==> src/rtl/soft_reset_pkg.sv <==
// Shared definitions for the soft-reset controller slice.
// Holds register addresses, FSM state encoding, STATUS bit positions and
// the default key words.
package soft_reset_pkg;

  localparam logic [1:0] ADDR_CTRL   = 2'd0;
  localparam logic [1:0] ADDR_STATUS = 2'd1;
  localparam logic [1:0] ADDR_COUNT  = 2'd2;
  localparam logic [1:0] ADDR_CLEAR  = 2'd3;

  typedef enum logic [2:0] {
    S_IDLE         = 3'd0,
    S_ARMED        = 3'd1,
    S_FIRE_WAIT    = 3'd2,
    S_STROBE       = 3'd3,
    S_WAIT_ASSERT  = 3'd4,
    S_WAIT_RELEASE = 3'd5
  } state_e;

  localparam int unsigned STAT_BAD_KEY   = 4;
  localparam int unsigned STAT_ARM_TO    = 5;
  localparam int unsigned STAT_ASSERT_TO = 6;
  localparam int unsigned STAT_BUSY      = 7;

  localparam logic [31:0] DEF_ARM_KEY  = 32'hA5A5_0001;
  localparam logic [31:0] DEF_FIRE_KEY = 32'h5A5A_0002;

  function automatic logic is_busy(input state_e s);
    return (s == S_FIRE_WAIT) || (s == S_STROBE) ||
           (s == S_WAIT_ASSERT) || (s == S_WAIT_RELEASE);
  endfunction

endpackage

==> src/rtl/soft_reset_ctrl_wb_reg_responder.sv <==
// wb_reg_responder: single-cycle wishbone responder for the soft-reset
// register block. Answers every request one cycle later with ack (legal
// access) or err (read of CTRL/CLEAR, write of STATUS/COUNT), muxes read
// data, and decodes the legal CTRL/CLEAR write strobes for the FSM.
// Ports:
//   clock_i, reset_i          clock, synchronous active-high reset
//   wb_req_i/we_i/addr_i      bus request
//   status_i, count_i         register contents for reads
//   ctrl_wr_o, clear_wr_o     legal write strobes (same cycle as request)
//   wb_ack_o, wb_err_o        response strobes
//   wb_data_o                 read data, zero except on read acks
module wb_reg_responder
  import soft_reset_pkg::*;
#(
  parameter int unsigned CNT_BITS = 16
) (
  input  logic                clock_i,
  input  logic                reset_i,
  input  logic                wb_req_i,
  input  logic                wb_we_i,
  input  logic [1:0]          wb_addr_i,
  input  logic [7:0]          status_i,
  input  logic [CNT_BITS-1:0] count_i,
  output logic                ctrl_wr_o,
  output logic                clear_wr_o,
  output logic                wb_ack_o,
  output logic                wb_err_o,
  output logic [31:0]         wb_data_o
);

  logic        legal;
  logic [31:0] rdata;

  always_comb begin
    legal      = 1'b0;
    rdata      = '0;
    ctrl_wr_o  = 1'b0;
    clear_wr_o = 1'b0;
    case (wb_addr_i)
      ADDR_CTRL: begin
        legal     = wb_we_i;
        ctrl_wr_o = wb_req_i & wb_we_i;
      end
      ADDR_STATUS: begin
        legal = ~wb_we_i;
        rdata = 32'(status_i);
      end
      ADDR_COUNT: begin
        legal = ~wb_we_i;
        rdata = 32'(count_i);
      end
      ADDR_CLEAR: begin
        legal      = wb_we_i;
        clear_wr_o = wb_req_i & wb_we_i;
      end
      default: ;
    endcase
  end

  always_ff @(posedge clock_i) begin
    if (reset_i) begin
      wb_ack_o  <= 1'b0;
      wb_err_o  <= 1'b0;
      wb_data_o <= '0;
    end else begin
      wb_ack_o  <= wb_req_i & legal;
      wb_err_o  <= wb_req_i & ~legal;
      wb_data_o <= (wb_req_i & legal & ~wb_we_i) ? rdata : '0;
    end
  end

endmodule

==> src/rtl/soft_reset_ctrl.sv <==
// soft_reset_ctrl: register-side initiator of the soft-reset handshake.
// A keyed ARM/FIRE write pair on CTRL starts a holdoff, then a one-cycle
// soft_reset_o strobe; the generator's reset_active_i rise and fall are
// tracked, completions counted (saturating) and timeouts flagged sticky.
// Ports:
//   clock_i, reset_i          clock, synchronous active-high reset
//   wb_*                      wishbone register port (1-cycle response)
//   reset_active_i            hold-reset from the reset generator
//   soft_reset_o              one-cycle request strobe
//   busy_o                    high from FIRE ack until completion/timeout
module soft_reset_ctrl
  import soft_reset_pkg::*;
#(
  parameter logic [31:0] ARM_KEY        = DEF_ARM_KEY,
  parameter logic [31:0] FIRE_KEY       = DEF_FIRE_KEY,
  parameter int unsigned ARM_TIMEOUT    = 1023,
  parameter int unsigned FIRE_DELAY     = 15,
  parameter int unsigned ASSERT_TIMEOUT = 255,
  parameter int unsigned CNT_BITS       = 16
) (
  input  logic        clock_i,
  input  logic        reset_i,
  input  logic        wb_req_i,
  input  logic        wb_we_i,
  input  logic [1:0]  wb_addr_i,
  input  logic [31:0] wb_data_i,
  output logic        wb_ack_o,
  output logic        wb_err_o,
  output logic [31:0] wb_data_o,
  input  logic        reset_active_i,
  output logic        soft_reset_o,
  output logic        busy_o
);

  // One timer serves all three timed states; sized for the largest limit.
  localparam int unsigned ARM_W  = $clog2(ARM_TIMEOUT + 1);
  localparam int unsigned FD_W   = $clog2(FIRE_DELAY + 1);
  localparam int unsigned AS_W   = $clog2(ASSERT_TIMEOUT + 1);
  localparam int unsigned MAX_W0 = (ARM_W > FD_W) ? ARM_W : FD_W;
  localparam int unsigned TMR_W  = (MAX_W0 > AS_W) ? MAX_W0 : AS_W;

  state_e              state_q, state_d;
  logic [TMR_W-1:0]    tmr_q, tmr_d;
  logic                bad_key_q, arm_to_q, assert_to_q;
  logic                set_bad, set_arm_to, set_assert_to, cnt_inc;
  logic [CNT_BITS-1:0] cnt_q;
  logic                ctrl_wr, clear_wr;
  logic [7:0]          status;

  assign soft_reset_o = (state_q == S_STROBE);
  assign busy_o       = is_busy(state_q);
  assign status       = {busy_o, assert_to_q, arm_to_q, bad_key_q, 1'b0, state_q};

  wb_reg_responder #(.CNT_BITS(CNT_BITS)) u_resp (
    .clock_i    (clock_i),
    .reset_i    (reset_i),
    .wb_req_i   (wb_req_i),
    .wb_we_i    (wb_we_i),
    .wb_addr_i  (wb_addr_i),
    .status_i   (status),
    .count_i    (cnt_q),
    .ctrl_wr_o  (ctrl_wr),
    .clear_wr_o (clear_wr),
    .wb_ack_o   (wb_ack_o),
    .wb_err_o   (wb_err_o),
    .wb_data_o  (wb_data_o)
  );

  always_comb begin
    state_d       = state_q;
    tmr_d         = '0;
    set_bad       = 1'b0;
    set_arm_to    = 1'b0;
    set_assert_to = 1'b0;
    cnt_inc       = 1'b0;
    case (state_q)
      S_IDLE: begin
        if (ctrl_wr) begin
          if (wb_data_i == ARM_KEY) state_d = S_ARMED;
          else                      set_bad = 1'b1;
        end
      end
      // A CTRL write is evaluated before the timeout check.
      S_ARMED: begin
        if (ctrl_wr) begin
          if (wb_data_i == FIRE_KEY) begin
            state_d = S_FIRE_WAIT;
          end else if (wb_data_i != ARM_KEY) begin
            set_bad = 1'b1;
            state_d = S_IDLE;
          end
        end else if (tmr_q == TMR_W'(ARM_TIMEOUT)) begin
          set_arm_to = 1'b1;
          state_d    = S_IDLE;
        end else begin
          tmr_d = tmr_q + TMR_W'(1);
        end
      end
      S_FIRE_WAIT: begin
        if (tmr_q == TMR_W'(FIRE_DELAY)) state_d = S_STROBE;
        else                             tmr_d   = tmr_q + TMR_W'(1);
      end
      S_STROBE: begin
        state_d = reset_active_i ? S_WAIT_RELEASE : S_WAIT_ASSERT;
      end
      S_WAIT_ASSERT: begin
        if (reset_active_i) begin
          state_d = S_WAIT_RELEASE;
        end else if (tmr_q == TMR_W'(ASSERT_TIMEOUT)) begin
          set_assert_to = 1'b1;
          state_d       = S_IDLE;
        end else begin
          tmr_d = tmr_q + TMR_W'(1);
        end
      end
      S_WAIT_RELEASE: begin
        if (!reset_active_i) begin
          cnt_inc = 1'b1;
          state_d = S_IDLE;
        end
      end
      default: state_d = S_IDLE;
    endcase
  end

  always_ff @(posedge clock_i) begin
    if (reset_i) begin
      state_q     <= S_IDLE;
      tmr_q       <= '0;
      bad_key_q   <= 1'b0;
      arm_to_q    <= 1'b0;
      assert_to_q <= 1'b0;
      cnt_q       <= '0;
    end else begin
      state_q     <= state_d;
      tmr_q       <= tmr_d;
      // Set dominates a simultaneous CLEAR.
      bad_key_q   <= set_bad       | (bad_key_q   & ~clear_wr);
      arm_to_q    <= set_arm_to    | (arm_to_q    & ~clear_wr);
      assert_to_q <= set_assert_to | (assert_to_q & ~clear_wr);
      if (cnt_inc && (cnt_q != '1)) cnt_q <= cnt_q + CNT_BITS'(1);
    end
  end

endmodule

==> config.mk <==
export PLATFORM = sky130hd
export DESIGN_NAME = soft_reset_ctrl
export DESIGN_NICKNAME = d
export VERILOG_FILES = /design/src/rtl/soft_reset_pkg.sv /design/src/rtl/soft_reset_ctrl_wb_reg_responder.sv /design/src/rtl/soft_reset_ctrl.sv
export SDC_FILE = /design/constraint.sdc
export NUM_CORES = 1
export LEC_CHECK = 0
export ABC_AREA = 1
export CAP_MARGIN = 15
export CORE_ASPECT_RATIO = 0.75
export CORE_MARGIN = 5
export CORE_UTILIZATION = 53
export DETAILED_ROUTE_END_ITERATION = 10
export GPL_TIMING_DRIVEN = 0
export PLACE_DENSITY_LB_ADDON = 0.3
export SLEW_MARGIN = 20
export SYNTH_ARGS = -nofsm -noshare
export SYNTH_HDL_FRONTEND = slang
export SYNTH_SLANG_ARGS = --single-unit
==> constraint.sdc <==
create_clock -name clock_i -period 2.5 [get_ports clock_i]
set_clock_uncertainty 0.15 [all_clocks]
set_input_delay 0.375 -clock clock_i [delete_from_list [all_inputs] [get_ports clock_i]]
set_output_delay 0.375 -clock clock_i [all_outputs]
set_load 0.01 [all_outputs]
Word-level counts from Yosys, hierarchy flattened
Index checks and enable logic that the tools add are counted.

Bits in registers: 66. Latch bits: 0. RAM bits: 0. Bits in read-only memories: 0. Output and inout port bits: 36. Memories kept: 0.

$add $sub $neg: 2. $mul: 0. Divide/modulo/power cells: 0. $lt $le $gt $ge: 0. Eq/ne operators: 22. Shift operators: 0. Muxes and demuxes: 36. Bitwise operators: 14. Reduce and logical (&&, ||, !) cells: 10.

Operator list (count): 10-bit 2-to-1 mux (5); 32-bit by 31-bit == test with 1-bit output (second input constant) (1); 32-bit == test (second input constant) (1); 32-bit != test (second input constant) (1); 16-bit one-hot mux with 2 select lines (1); 3-bit 2-to-1 mux (10); 10-bit one-hot mux with 3 select lines (1); 3-bit one-hot mux with 6 select lines (1); 16-bit by 1-bit adder with 16-bit output (second input constant) (1); 1-bit 2-to-1 mux (16); 16-bit != test (second input constant) (1); 10-bit by 1-bit adder with 10-bit output (second input constant) (1); 10-bit == test (second input constant) (1); 10-bit by 4-bit == test with 1-bit output (second input constant) (1); 10-bit by 8-bit == test with 1-bit output (second input constant) (1); 1-bit AND (7); 7-bit AND reduction (1); 3-bit by 2-bit == test with 1-bit output (second input constant) (2); 3-bit == test (second input constant) (2); 2-bit != test (second input constant) (3); 2-bit OR reduction (3); 2-bit == test (second input constant) (2); 4-bit != test (second input constant) (1); 1-bit NOT (4); other kinds (11) (16).

Longest topological paths before layout
Word-level depth: 7. Mapped depth: 12.

Cells and area by module
Synthesis repeated with hierarchy kept, for this count alone.

Cell total of the unflattened synthesis: 428. Area, all modules: 2942.8 um^2.

By module, submodules not included: soft_reset_ctrl (times used 1, cells an instance 310, area an instance 1999.4 um^2); wb_reg_responder (times used 1, cells an instance 118, area an instance 943.4 um^2).

Least setup slack after synthesis
No wires, ideal clock.

Kind: register -> register. Start: reg cnt_q[0]. End: reg cnt_q[12]. Library setup time: 0.135 ns. Arrival: 1.423 ns. Setup slack: 0.792 ns. Cell stages (with the launch flop): 10. Path buffers: 1. Period minus slack after synthesis: 1.708 ns. Cells stage by stage: dfxtp_1 -> ha_1 -> nand3_2 -> nor2_2 -> nand4_2 -> nand2_4 -> inv_4 -> buf_6 -> nand2_1 -> a21oi_2.

Cells in the longest elaborated chain, start to end: 2. Elaborated cells between the ends (all ways): 3.

RTL lines: start: declaration (RTL line soft_reset_ctrl.sv:46) `logic [CNT_BITS-1:0] cnt_q;`; start signal: assignment (RTL line soft_reset_ctrl.sv:141) `if (cnt_inc && (cnt_q != '1)) cnt_q <= cnt_q + CNT_BITS'(1);`; branches (longest 2 deep; another with 16-bit by 1-bit adder with 16-bit output).

Parallel ways; which one is timed is not known. A chain may end at the register's enable or synchronous reset.

Worst setup path after layout
Start: reg state_q[0]. End: out busy_o.

Cells in the longest elaborated chain, start to end: 4. Elaborated cells between the ends (all ways): 7.

RTL lines: start: declaration (RTL line soft_reset_ctrl.sv:42) `state_e state_q, state_d;`; start signal: assignment (RTL line soft_reset_ctrl.sv:135) `state_q <= state_d;`; 3-bit by 2-bit == test with 1-bit output (RTL line soft_reset_pkg.sv:29) `return (s == S_FIRE_WAIT) || (s == S_STROBE) ||`; 1-bit logical OR (2 in series) (RTL line soft_reset_pkg.sv:29); 1-bit logical OR (*) (RTL line soft_reset_pkg.sv:30) `(s == S_WAIT_ASSERT) || (s == S_WAIT_RELEASE);`; end: declaration (RTL line soft_reset_ctrl.sv:32) `output logic busy_o`.

Mark *: on every way between the ends. The rest lies on a longest branch, timed or not.

==> flow_summary.json <==
{
  "io_pins": 75,
  "worstPathCellList": "buf_2 > inv_2 > nand3_1 > nand3_1 > clkdlybuf4s50_1",
  "hold_class": "reg -> reg",
  "netlist_instances": 412,
  "arrival_ps": 1780,
  "fin_nets": 537,
  "cp_top_family": "buffers and inverters",
  "crit_fanout": 8,
  "final_common_cell": "nand2_1",
  "tritoncts": "yes",
  "first_iter_violations": 248,
  "combPwrFrac": 0.258,
  "setup_tns_ps": 0,
  "dp_hpwl_um": 5290,
  "critPathLaunchType": "flip-flop",
  "area_growth_syn_to_layout_pct": 29.2,
  "insertion_delay_ps": 310,
  "clock.fmax_mhz": 433,
  "p_leak_nw": 1.50,
  "setup_viol": 0,
  "hold_violations": 0,
  "grt_usage": 0.199,
  "place.port_buffers": 58,
  "routed_wl_um": 6740,
  "antenna_left": 0,
  "cts-root-buf": "clkbuf_8",
  "synth_seq_cells": 50,
  "drc": 0,
  "critical-path-max-stage-delay_ps": 560,
  "num_rows": 23,
  "cts-resized-gates": 0,
  "totalPowerFinal_mw": 1.79,
  "synth.top_cell.area_share": 0.355,
  "numCtsBuffers": 5,
  "vdd_drop_max_v": 0.000265,
  "post-route-min-period_ps": 2310,
  "place_congestion": 0.948,
  "post-cts-setup-buffer-count": 0,
  "wl_per_cell_um": 11.9,
  "tightest_slew_ps": 592,
  "multiInputGateArea_um2": 1490,
  "grt-ovfl-total": 0,
  "drv_slew": 0,
  "ys_seq_area_frac": 0.355,
  "synth_compound_area_frac": 0.0771,
  "powerDensity_nw_per_um2": 491,
  "seqPwrFrac": 0.467,
  "synth_cell_types": 39,
  "clkSinkCount": 50,
  "ff2ff_path_depth": 9,
  "start_util": 0.536,
  "rsz0062_at_grt": "false",
  "synth_top_family_by_area": "simple AND/OR/NAND/NOR gates",
  "maxCapViolCount": 0,
  "relSlewSlack": 0.605,
  "grt_max_degree": 18,
  "clk_pin_slew_ps": 90,
  "worstSetupEndpointType": "output pin",
  "intPower_mw": 1.22,
  "critical_path_depth": 5,
  "p_clk_frac": 0.275,
  "seqCellArea_um2": 1000,
  "synthSimpleGateAreaFrac": 0.367,
  "antenna_found_initial": 0,
  "die_h_um": 73.2,
  "p_sw_uw": 574,
  "critPathSlowestCell": "clkdlybuf4s50_1",
  "grt_pass1_wl_um": 11100,
  "clockBufferDepth": 2,
  "p_sw_frac": 0.320,
  "worst_ep_required_time_ps": 1980,
  "synth-adder-area-share": 0.0266,
  "cts-hold-fix-buffers": 0,
  "coreArea_um2": 5270,
  "synth_area_leader_cell": "dfxtp_1",
  "synth_area_leaders": "dfxtp_1, nand2_1, nor2_1, inv_1, buf_4",
  "fillCellCount": 468,
  "status": "completed",
  "n_antenna_cell": 0,
  "routed_via_density": 4.77,
  "htreeDepth": 2,
  "critPathBufInv": 3,
  "syn_area_um2": 2820,
  "grt_pass1_vias": 2474,
  "timing.final.crit_share": 0.923,
  "final_cell_mix": "nand2_1, clkdlybuf4s50_1, nor2_1, inv_1, dfxtp_1",
  "synth_xor_area_frac": 0.0341,
  "drive_gt1_frac": 0.120,
  "vias": 2710,
  "hold_path_depth": 1,
  "crit_type": "reg -> out",
  "die_w_um": 94.3,
  "ys_warn_count": 0,
  "avgSynthCellArea_um2": 6.85,
  "synthMuxAreaShare": 0,
  "die_area_um2": 6900,
  "dr.pass1.iters": 6,
  "cpMostUsedCell": "nand3_1"
}
==> final timing paths <==
path	slack, ps	from	end
worst max-delay path	190	state_q[0]$_SDFFE_PP0P_	busy_o
worst min-delay path	310	tmr_q[0]$_SDFF_PP0_	tmr_q[0]$_SDFF_PP0_
worst max register to register	440	cnt_q[0]$_SDFFE_PP0P_	cnt_q[15]$_SDFFE_PP0P_
worst min register to register	310	tmr_q[0]$_SDFF_PP0_	tmr_q[0]$_SDFF_PP0_
==> worst reg2reg max path, delay by kind of cell (launching register included) <==
kind            cells  cell delay, ps
fa+ha+maj           1             310
compound gates      1              50
flops               1             460
simple gates        5             740
buf+inv             2             220
==> cell families after synthesis <==
family	after synthesis
xor gates and xnor gates	11
and+or+nand+nor	224
DFF	50
other	1
buffers and inverters	82
adders and majority gates	6
AOI/OAI and AO/OA	38
==> cell usage after synthesis <==
library cell / n
ha_1: 6
nor3b_1: 3
a21oi_2: 5
nor3_2: 2
o21ai_0: 5
clkbuf_1: 2
nand3b_1: 1
inv_2: 6
nor2b_1: 1
buf_2: 2
nor2_1: 57
conb_1: 1
xnor2_1: 1
o21bai_1: 1
and3_1: 2
nor3b_2: 2
buf_8: 1
o21ai_1: 5
nand2_2: 3
buf_6: 1
nand2_1: 97
a21oi_1: 19
xor2_1: 10
buf_4: 16
o22ai_1: 1
nand3_2: 5
nand4_2: 1
nor2_2: 2
nand2_4: 1
inv_4: 1
buf_1: 1
dfxtp_1: 50
a22oi_1: 1
nand4_1: 5
inv_1: 52
nor2_4: 3
a211oi_1: 1
nand3_1: 21
nor3_1: 18
==> cell type report <==
type | instances | share of cell area
well taps | 75 | 0.0257
repair buffers | 58 | 0.159
inverters | 59 | 0.0614
clock inverters | 3 | 0.00686
multi-input cells | 295 | 0.408
clock buffers | 5 | 0.0189
flip-flops and latches | 50 | 0.274
plain buffers | 23 | 0.0460
==> power groups by stage <==
| stage | combinational [mW] | clock (mW) | sequential (mW) |
|---|---|---|---|
| 2_1_floorplan | 0.313 | 0 | 0.851 |
| 3_3_place_gp | 0.447 | 0 | 0.854 |
| 3_5_place_dp | 0.457 | 0 | 0.854 |
| 4_1_cts | 0.460 | 0.491 | 0.836 |
| 5_1_grt | 0.520 | 0.538 | 0.839 |
| 6_report | 0.462 | 0.493 | 0.837 |
==> layer usage <==
metal,GRT usage,part of all wire,up-vias
li1,-,-,1419
met1,0.287,0.46,1154
met2,0.310,0.42,128
met3,0.0381,0.12,9
met4,0.0433,0.0092,0
met5,0,0,-
==> metrics by stage <==
stage | hold slack, ps | setup slack [ps] | cell area (um^2) | utilization | cells
final | 306 | 191 | 3650 | 0.693 | 568
after global routing | 330 | 105 | 3650 | 0.693 | 568
after CTS | 313 | 200 | 3650 | 0.693 | 568
after detailed placement | 290 | -42.6 | 3550 | 0.675 | 560
after global placement | 277 | 24.6 | 3550 | 0.675 | 560
after floorplan | 268 | 792 | 2880 | - | 427
==> sequential cells by signal (all words and copies together) (netlist names) <==
| register | cells |
|---|---|
| state_q | 3 |
| u_resp.wb_err_o | 1 |
| bad_key_q | 1 |
| cnt_q | 16 |
| tmr_q | 10 |
| u_resp.wb_ack_o | 1 |
| arm_to_q | 1 |
| assert_to_q | 1 |
| u_resp.wb_data_o | 16 |
No activity file was read; power rests on OpenSTA's default activity.
